==> config.mk <==
export PLATFORM = sky130hd
export DESIGN_NAME = fetch_unit
export DESIGN_NICKNAME = d
export VERILOG_FILES = /design/src/rtl/fetch_unit.sv
export SDC_FILE = /design/constraint.sdc
export NUM_CORES = 1
export LEC_CHECK = 0
export CAP_MARGIN = 20
export CORE_MARGIN = 4
export CORE_UTILIZATION = 30
export DETAILED_ROUTE_END_ITERATION = 7
export GPL_ROUTABILITY_DRIVEN = 0
export PLACE_DENSITY = 0.52
export REMOVE_ABC_BUFFERS = 1
export SLEW_MARGIN = 20
export SYNTH_ARGS = -nofsm -noshare
export SYNTH_HDL_FRONTEND = slang
export SYNTH_SLANG_ARGS = --single-unit
==> constraint.sdc <==
create_clock -name i_clk -period 3.7 [get_ports i_clk]
set_clock_uncertainty 0.15 [all_clocks]
set_input_delay 1.11 -clock i_clk [delete_from_list [all_inputs] [get_ports i_clk]]
set_output_delay 1.11 -clock i_clk [all_outputs]
set_load 0.01 [all_outputs]
==> src/rtl/fetch_unit.sv <==
// fetch_unit: pipelined instruction fetch with a credit-limited prefetch FIFO and redirect flush
module fetch_unit #(
  parameter int                 ADDR_W   = 32,
  parameter logic [ADDR_W-1:0]  RESET_PC = '0,
  parameter int                 DEPTH    = 4
) (
  input  logic              i_clk,
  input  logic              i_reset,
  output logic              o_imem_req_vld,
  output logic [ADDR_W-1:0] o_imem_addr,
  input  logic              i_imem_req_rdy,
  input  logic              i_imem_rsp_vld,
  input  logic [31:0]       i_imem_rsp_data,
  input  logic              i_redirect_vld,
  input  logic [ADDR_W-1:0] i_redirect_pc,
  output logic              o_inst_vld,
  output logic [31:0]       o_inst,
  output logic [ADDR_W-1:0] o_inst_pc,
  input  logic              i_inst_rdy,
  output logic              o_insn_vld,
  output logic [ADDR_W-1:0] o_pc_debug
);
  localparam int CW = $clog2(DEPTH + 1);
  localparam int PW = $clog2(DEPTH);
  localparam logic [CW:0] CREDITS = (CW + 1)'(DEPTH);
  logic [31:0]       data_q [DEPTH];
  logic [ADDR_W-1:0] pc_q   [DEPTH];
  logic [PW-1:0]     wr_ptr, rd_ptr;
  logic [CW-1:0]     count, outstanding, drop_cnt;
  logic [ADDR_W-1:0] fetch_pc, resp_pc, target;
  logic [CW:0]       credit;
  logic              accept, rsp, push, pop;
  logic              unused_redirect_lsbs;
  assign unused_redirect_lsbs = ^i_redirect_pc[1:0];
  // Responses seen with nothing outstanding are leftovers from before a reset.
  always_comb begin
    credit         = {1'b0, outstanding} + {1'b0, count};
    target         = {i_redirect_pc[ADDR_W-1:2], 2'b00};
    o_imem_req_vld = i_reset && (credit < CREDITS) && !i_redirect_vld;
    o_imem_addr    = fetch_pc;
    accept         = o_imem_req_vld && i_imem_req_rdy;
    rsp            = i_imem_rsp_vld && (outstanding != '0);
    push           = rsp && (drop_cnt == '0) && !i_redirect_vld;
    o_inst_vld     = (count != '0) && !i_redirect_vld;
    pop            = o_inst_vld && i_inst_rdy;
    o_inst         = data_q[rd_ptr];
    o_inst_pc      = pc_q[rd_ptr];
  end
  always_ff @(posedge i_clk) begin
    if (push) begin
      data_q[wr_ptr] <= i_imem_rsp_data;
      pc_q[wr_ptr]   <= resp_pc;
    end
  end
  always_ff @(posedge i_clk or negedge i_reset) begin
    if (!i_reset) begin
      fetch_pc    <= RESET_PC;
      resp_pc     <= RESET_PC;
      wr_ptr      <= '0;
      rd_ptr      <= '0;
      count       <= '0;
      outstanding <= '0;
      drop_cnt    <= '0;
      o_insn_vld  <= 1'b0;
      o_pc_debug  <= '0;
    end else begin
      outstanding <= outstanding + CW'(accept) - CW'(rsp);
      o_insn_vld  <= pop;
      if (pop) o_pc_debug <= o_inst_pc;
      if (i_redirect_vld) begin
        fetch_pc <= target;
        resp_pc  <= target;
        wr_ptr   <= '0;
        rd_ptr   <= '0;
        count    <= '0;
        drop_cnt <= outstanding - CW'(rsp);
      end else begin
        if (accept) fetch_pc <= fetch_pc + ADDR_W'(4);
        if (push) begin
          resp_pc <= resp_pc + ADDR_W'(4);
          wr_ptr  <= wr_ptr + PW'(1);
        end
        if (pop) rd_ptr <= rd_ptr + PW'(1);
        count <= count + CW'(push) - CW'(pop);
        if (rsp && drop_cnt != '0) drop_cnt <= drop_cnt - CW'(1);
      end
    end
  end
endmodule
Word level (Yosys, flattened, before mapping):

Memories as Yosys holds them, arrays and structs flattened.
Index checks and enable logic that the tools add are counted.

* flip-flop bits (word level): 110
* memories kept: 2
* bits in writable memories: 256
* logic and storage cells: 54

Memory list
* data_q: words 4, width 32, read ports 1, clocked after Yosys merged registers in 0, write ports 1, line 26 `logic [31:0] data_q [DEPTH];`
* pc_q: words 4, width 32, read ports 1, clocked after Yosys merged registers in 0, write ports 1, line 27 `logic [ADDR_W-1:0] pc_q [DEPTH];`

* add/subtract/negate cells: 11
* reduce and logical (&&, ||, !) cells: 18
* $lt $le $gt $ge: 1
* mux-type cells: 13

Operator list (count)
* $mux 32: 4
* $add 32x3->32 const B: 2
* $logic_and 1x1->1: 9
* $mux 3: 3
* $reduce_bool 3->1: 3
* $sub 3x1->3: 3
* $mux 2: 4
* $reduce_bool 2->1: 4
* $add 3x1->3: 2
* $add 2x1->2 const B: 2
* $add 3x3->4: 1
* $lt 4x3->1 const B: 1
* $logic_not 3->1: 1
* $sub 3x1->3 const B: 1
* $mux 1: 2
* $logic_not 1->1: 1

Logic depth before layout (Yosys ltp):

Gate-level depths: netlist (run 1).

* depth after elaboration: 7
* depth in mapped cells: 12
* gate-level depth less buffers: 12

Worst setup path after synthesis (run 1):

No wires, ideal clock.

* kind: input to register
* start point: input i_redirect_vld
* end point: memory data_q[1][0] (enable)
* buffers on the path: 2
* setup slack: -136 ps
* required time: 3124 ps
* cell stages on the path: 4
* arrival: 3259 ps
* path through: buf_6 > clkbuf_1 > nor3_1 > and2_1

* cells in the longest elaborated chain, start to end: 4

RTL lines
* from (decl): line 14 `input logic i_redirect_vld,`
* $logic_not 1->1: line 43 `push = rsp && (drop_cnt == '0) && !i_redirect_vld;`
* $logic_and 1x1->1: line 43
* $mux 1: line 50 `if (push) begin`
* $mux 1 (implied by the code): line 51 `data_q[wr_ptr] <= i_imem_rsp_data;`
* to (decl): line 26

No other way between the ends.

Final worst setup path (run 1):

* start point: register rd_ptr[0]
* end point: output o_inst_pc[6]

* cells in the longest elaborated chain, start to end: 1

RTL lines
* from (decl): line 28 `logic [PW-1:0] wr_ptr, rd_ptr;`
* from (signal assigned): line 83 `if (pop) rd_ptr <= rd_ptr + PW'(1);`
* $mem_v2 4x32
* to (decl): line 18 `output logic [ADDR_W-1:0] o_inst_pc,`

No other way between the ends.

==> results of run 1 <==
[state kept, by name, summed over array words and instances, names as in the netlist, 3 cells and up]
signal       count
data_q         128
pc_q           120
o_imem_addr     30
o_pc_debug      30
resp_pc         30
count            3
drop_cnt         3
outstanding      3
[metal layers]
layer | wire, microns | part of all wire, % | GRT usage, % | up-vias
met5 | 8 | 0.022 | 0 | -
met4 | 608 | 1.7 | 3.77 | 2
met3 | 2000 | 5.5 | 3.16 | 42
met2 | 17300 | 47 | 22.7 | 218
met1 | 16700 | 46 | 20.1 | 4295
li1 | - | - | - | 3765
[cells in the final DEF, fill, tap and decap left out, types with 4 or more instances in the layout]
cell             synthesis  layout
edfxtp_1               248     248
clkdlybuf4s50_1          0     134
dfrtp_1                104     102
mux4_2                  62      62
nand2_1                 53      53
clkbuf_16                0      40
dlygate4sd2_1            0      38
mux2_2                  35      35
nand3_1                 31      31
xor2_1                  30      30
o21ai_0                 28      28
nor2_1                  26      25
nand4_1                 25      25
inv_1                   22      22
buf_4                    7      22
dlymetal6s2s_1           0      18
buf_12                   0      18
ha_1                    16      16
xnor2_1                 15      15
o211ai_1                14      14
a21oi_1                 12      12
clkbuf_1                18      11
nor3_1                   9       9
and2_1                  12       8
o311ai_0                 7       7
conb_1                   1       6
clkinv_2                 0       6
bufinv_16                0       6
nand2b_1                 5       5
and3_1                   5       5
nor4_1                   6       5
and2_4                   0       4
a21boi_0                 4       4
clkbuf_8                 0       4
[metrics by stage]
stage,hold WS [ns],TNS (ns),cells,worst slack [ns]
2_1_floorplan,0.326,-51.11,811,-0.782
3_3_place_gp,0.339,0,1642,0.196
3_5_place_dp,0.345,0,1642,0.206
4_1_cts,0.358,0,1724,0.0000169
5_1_grt,0.373,0,1724,0.00341
6_report,0.352,0,1724,0.0686
[worst paths after layout]
check                                  endpoint  slack [ns]            from  depth (start not counted)
worst max-delay path               o_inst_pc[6]        0.07       rd_ptr[0]                          4
worst min-delay path             o_pc_debug[29]        0.35  o_pc_debug[29]                          1
worst max register to register  o_imem_addr[25]        1.08  outstanding[2]                          7
worst min register to register   o_pc_debug[29]        0.35  o_pc_debug[29]                          1
max in group asynchronous             rd_ptr[0]        1.45         i_reset                          3
min in group asynchronous              count[1]        0.58         i_reset                          2
[area by class of cell]
| type | count | area share [%] |
|---|---|---|
| sequential | 352 | 53.6 |
| multi-input combinational | 436 | 21.3 |
| tap | 607 | 4.05 |
| clock buffer | 55 | 5.85 |
| timing repair buffer | 234 | 13.4 |
| inverter | 23 | 0.460 |
| clock inverter | 17 | 1.31 |
[report_power, final]
part / switching, mW / leakage (nW) / internal [mW]
Combinational: 1.37 / 2.50 / 1.75
Clock: 1.57 / 0.659 / 2.50
Sequential: 0.307 / 3.49 / 4.64
Total: 3.25 / 6.65 / 8.88
[critical path, cell delays in order (launching register included)]
cell	delay, ns
dfrtp_4	0.46
buf_12	0.14
buf_12	0.17
mux4_2	0.53
clkdlybuf4s50_1	0.50
[cell families (layout without fill, tap and decap cells)]
group           after synthesis  in the layout  synth area share [%]
other cells                   1              6                0.0262
mux                         100            100                  12.7
fa+ha+maj                    18             18                  1.68
xor+xnor                     45             45                  2.76
buf+inv                      64            329                  2.06
flops                       352            352                  70.3
compound gates               74             74                  3.31
simple gates                193            193                  7.17
[timing repair]
| action | CTS | global route |
|---|---|---|
| buffers inserted | 8 | 0 |
| gates resized for setup | 40 | 18 |
| setup endpoints to repair | 57 | 18 |
| gates cloned | 2 | 0 |
==> reports/metrics.cfg, run 1 <==
[outcome]
status = finished clean

[cts]
clockBufferDepth = 3
clkSlewWorstSetupHoldPaths_ns = 0.06
clk_latency_ns = 0.55
cts_tree = done
clkSinkCount = 352
hold_buffers = 0
root_buffer = clkbuf_16
h-tree-depth = 2
cts_buffers = 40

[finish]
area_growth_pct = 31.1
n_fill_cell = 4351
nets = 1175
utilization_pct = 40.0
multi_input_area_sq_um = 4000
drive_above_1_share_pct = 19.5
n_antenna_cell = 0
regArea_sq_um = 10100
fin_area_sq_um = 18800

[setup_path]
arrival_ns = 2.37
cp.required_ns = 2.44
cp-end-kind = output pin
cp_max_fo = 14
crit_path_start_kind = flip-flop
path_class = reg2out

[global_routing]
grt_max_degree = 55
gr-total-overflow = 0
gr-usage-all-layers_pct = 14.3
antenna_found_initial = 1
grt_pass1_vias = 8618
grt_pass1_wl_microns = 55000

[yosys]
async_reset_ff_share_pct = 29.5
ys_seq_elements = 352
avgSynthCellArea_sq_um = 16.9
synth_area_leaders = edfxtp_1 (52%), dfrtp_1 (18%), mux4_2 (9.8%), mux2_2 (2.8%), xor2_1 (1.8%)
synth_cell_types = 51
yosys.area.top_type = edfxtp_1
ys_seq_area_share_pct = 70.3
synth.top_cell.area_share_pct = 52.1
syn_area_sq_um = 14300
synth_enable_flop_cells = 248
synth_ff_type = edfxtp_1
yosysWarnings = 0
synth_common_cells = edfxtp_1 (248), dfrtp_1 (104), mux4_2 (62), nand2_1 (53), mux2_2 (35)
yosysMostFrequentCell = edfxtp_1
netlist_instances = 847

[timing]
worst_pin_slew_ns = 0.791
rsz0062_at_grt = false
layout_min_cycle_time_ns = 3.63
timing.fmax_mhz = 275
period_share_pct = 98.1
setup_viol = 0
hold_viol = 0
maxSlewHeadroom_pct = 47.3
slew_viol_final = 0

[placement]
dpl_cell_area_sq_um = 17200
io_buffers = 192
hpwl_microns = 23900

[floorplan]
die-area_sq_um = 51200
floorplan.initialDensity_pct = 30.5
pin_count = 201
core-area_sq_um = 46900
die_h_microns = 226
die-width_microns = 226
num_rows = 79

[detailed_routing]
totalWireLength_microns = 36700
routedWlPerCell_microns = 21.3
drc = 0
viasPerCell = 4.83
dr.pass1.iters = 5
drt_iter0_markers = 516
vias = 8322
ant_nets = 0

[power_and_ir_drop]
worst_ir_drop_vdd_mv = 0.285
power_leakage_nw = 6.65
p_per_area_nw_per_um2 = 647
power_mw = 12.1

[hold_path]
hp-class = reg2reg

[job]
cap_violations = 0

No activity file was read; power rests on OpenSTA's default activity.
==> inputs of run 2 (changes only) <==
--- a/config.mk
+++ b/config.mk
@@ -5,12 +5,13 @@
 export SDC_FILE = /design/constraint.sdc
 export NUM_CORES = 1
 export LEC_CHECK = 0
-export CAP_MARGIN = 20
+export CAP_MARGIN = 10
 export CORE_MARGIN = 4
-export CORE_UTILIZATION = 30
+export CORE_UTILIZATION = 57
+export CTS_BUF_LIST = sky130_fd_sc_hd__clkbuf_8
 export DETAILED_ROUTE_END_ITERATION = 7
 export GPL_ROUTABILITY_DRIVEN = 0
-export PLACE_DENSITY = 0.52
+export PLACE_DENSITY = 0.86
 export REMOVE_ABC_BUFFERS = 1
 export SLEW_MARGIN = 20
 export SYNTH_ARGS = -nofsm -noshare
==> run 2 against run 1 <==
Net effect:
- global-route usage is 8.3 points higher
- sequential power hardly changed
- power is 7.5% lower
- via count is 2.2% higher
- sequential cell count stayed put
- critical endpoint is now o_inst[14]
==> reports/metrics.cfg, run 2 (synthesized netlist as in run 1, its figures left out) <==
[finish]
area_growth_pct = 26.5
drive_above_1_share_pct = 20.2
largest_register_ffs = 128
utilization_pct = 73.7
n_antenna_cell = 0
reg.largest.list = data_q: 128 flops, pc_q: 120 flops
largest_register = data_q
n_fill_cell = 1494
fin_area_sq_um = 18100
stdcell_count = 1460
final_cell_mix = edfxtp_1 (248), clkdlybuf4s50_1 (156), dfrtp_1 (102)
mostFrequentLayoutCell = edfxtp_1
nets = 1177

[power_and_ir_drop]
worst_ir_drop_vdd_mv = 0.342
p_per_area_nw_per_um2 = 620
power_leakage_nw = 6.66

[placement]
hpwl_microns = 20200
io_buffers = 192
dpl_cell_area_sq_um = 16800
dp.cells = 1353

[cts]
h-tree-depth = 2
clkSlewWorstSetupHoldPaths_ns = 0.06
cts_buffers = 55
root_buffer = clkbuf_8
clkSinkCount = 352
cts_tree = done
clockBufferDepth = 3
clk_latency_ns = 0.58
hold_buffers = 0

[setup_path]
cp-end-kind = output pin
crit_path_start_kind = flip-flop
cp.required_ns = 2.44
arrival_ns = 2.39
path_class = reg2out
cp_max_fo = 13

[timing]
slew_viol_final = 0
period_share_pct = 98.7
rsz0062_at_grt = true
setup_viol = 0
hold_viol = 0
whs_ns = 0.358
maxSlewHeadroom_pct = 49.4
fin_setup_tns_ns = 0
layout_min_cycle_time_ns = 3.65
worst_pin_slew_ns = 0.760
timing.fmax_mhz = 274

[global_routing]
grt_pass1_vias = 8949
gr-usage-all-layers_pct = 22.6
gr-total-overflow = 0
grt_max_degree = 63
antenna_found_initial = 0
grt_pass1_wl_microns = 49600

[detailed_routing]
drc = 0
totalWireLength_microns = 31600
routedWlPerCell_microns = 21.6
dr.pass1.iters = 7
ant_nets = 0
drt_iter0_markers = 690
vias = 8501
viasPerCell = 5.82

[hold_path]
hp-class = reg2reg

[floorplan]
die-width_microns = 166
die_h_microns = 166
die-area_sq_um = 27700
core-area_sq_um = 24500
num_rows = 57
pin_count = 201
floorplan.initialDensity_pct = 58.3

[outcome]
status = finished clean

[job]
cap_violations = 0

## run 2: cell count changes in the layout (fill, tap and decap cells not counted), moves of 2 or more
cell             delta
dlymetal6s2s_1     +16
clkbuf_1           -11
inv_8               +2
clkbuf_16          -39
clkdlybuf4s50_1    +22
buf_12             -10
bufinv_16           -4
inv_1              +19
clkbuf_8           +64
buf_4               -4
dlygate4sd2_1      -38
## run 2: final cells by class
class	count	area (sq um)	share of cell area, %
clock inverter	36	220	1.22
multi-input combinational	436	4010	22.2
timing repair buffer	221	2380	13.2
clock buffer	68	936	5.17
tap	324	405	2.24
sequential	352	10100	55.6
inverter	23	86.3	0.477
## run 2: per-layer routing
layer | share of wire [%] | vias to the layer above | track usage [%] | wire (microns)
li1 | - | 3771 | - | -
met1 | 40 | 4295 | 30.2 | 12500
met2 | 51 | 371 | 37.9 | 16000
met3 | 7.2 | 64 | 4.86 | 2290
met4 | 2.7 | 0 | 6.79 | 855
met5 | 0 | - | 0 | 0
## run 2: through the flow
step / power [mW] / setup slack, ns
2_1_floorplan: 6.51 / -0.782
3_3_place_gp: 7.90 / 0.218
3_5_place_dp: 8.00 / 0.224
4_1_cts: 11.3 / -0.0295
5_1_grt: 11.8 / -0.00552
6_report: 11.2 / 0.0480
## run 2: path summary, 6_finish.rpt
| check | slack, ns | depth (start not counted) | to | from |
|---|---|---|---|---|
| setup / recovery | 0.05 | 4 | o_inst[14] | rd_ptr[0] |
| hold reg to reg | 0.36 | 1 | o_pc_debug[27] | o_pc_debug[27] |
| min in group asynchronous | 0.53 | 2 | count[2] | i_reset |
| setup reg to reg | 1.15 | 10 | outstanding[2] | outstanding[2] |
| max in group asynchronous | 1.60 | 3 | o_pc_debug[27] | i_reset |
| hold / removal | 0.36 | 1 | o_pc_debug[27] | o_pc_debug[27] |
## run 2: worst max-delay path, cell delays in order (launching register included)
cell	delay [ns]
dfrtp_4	0.49
buf_12	0.14
clkbuf_16	0.19
mux4_2	0.50
clkdlybuf4s50_1	0.49
## run 2: timing repair
item,in CTS,in global routing
buffers inserted,1,1
gates cloned,0,1
endpoints found under the setup margin,53,44
gates resized for setup,1,36
## run 2: power by group
group          internal [mW]  switching [mW]
Clock                   1.81            1.47
Sequential              4.64           0.309
Combinational           1.71            1.27
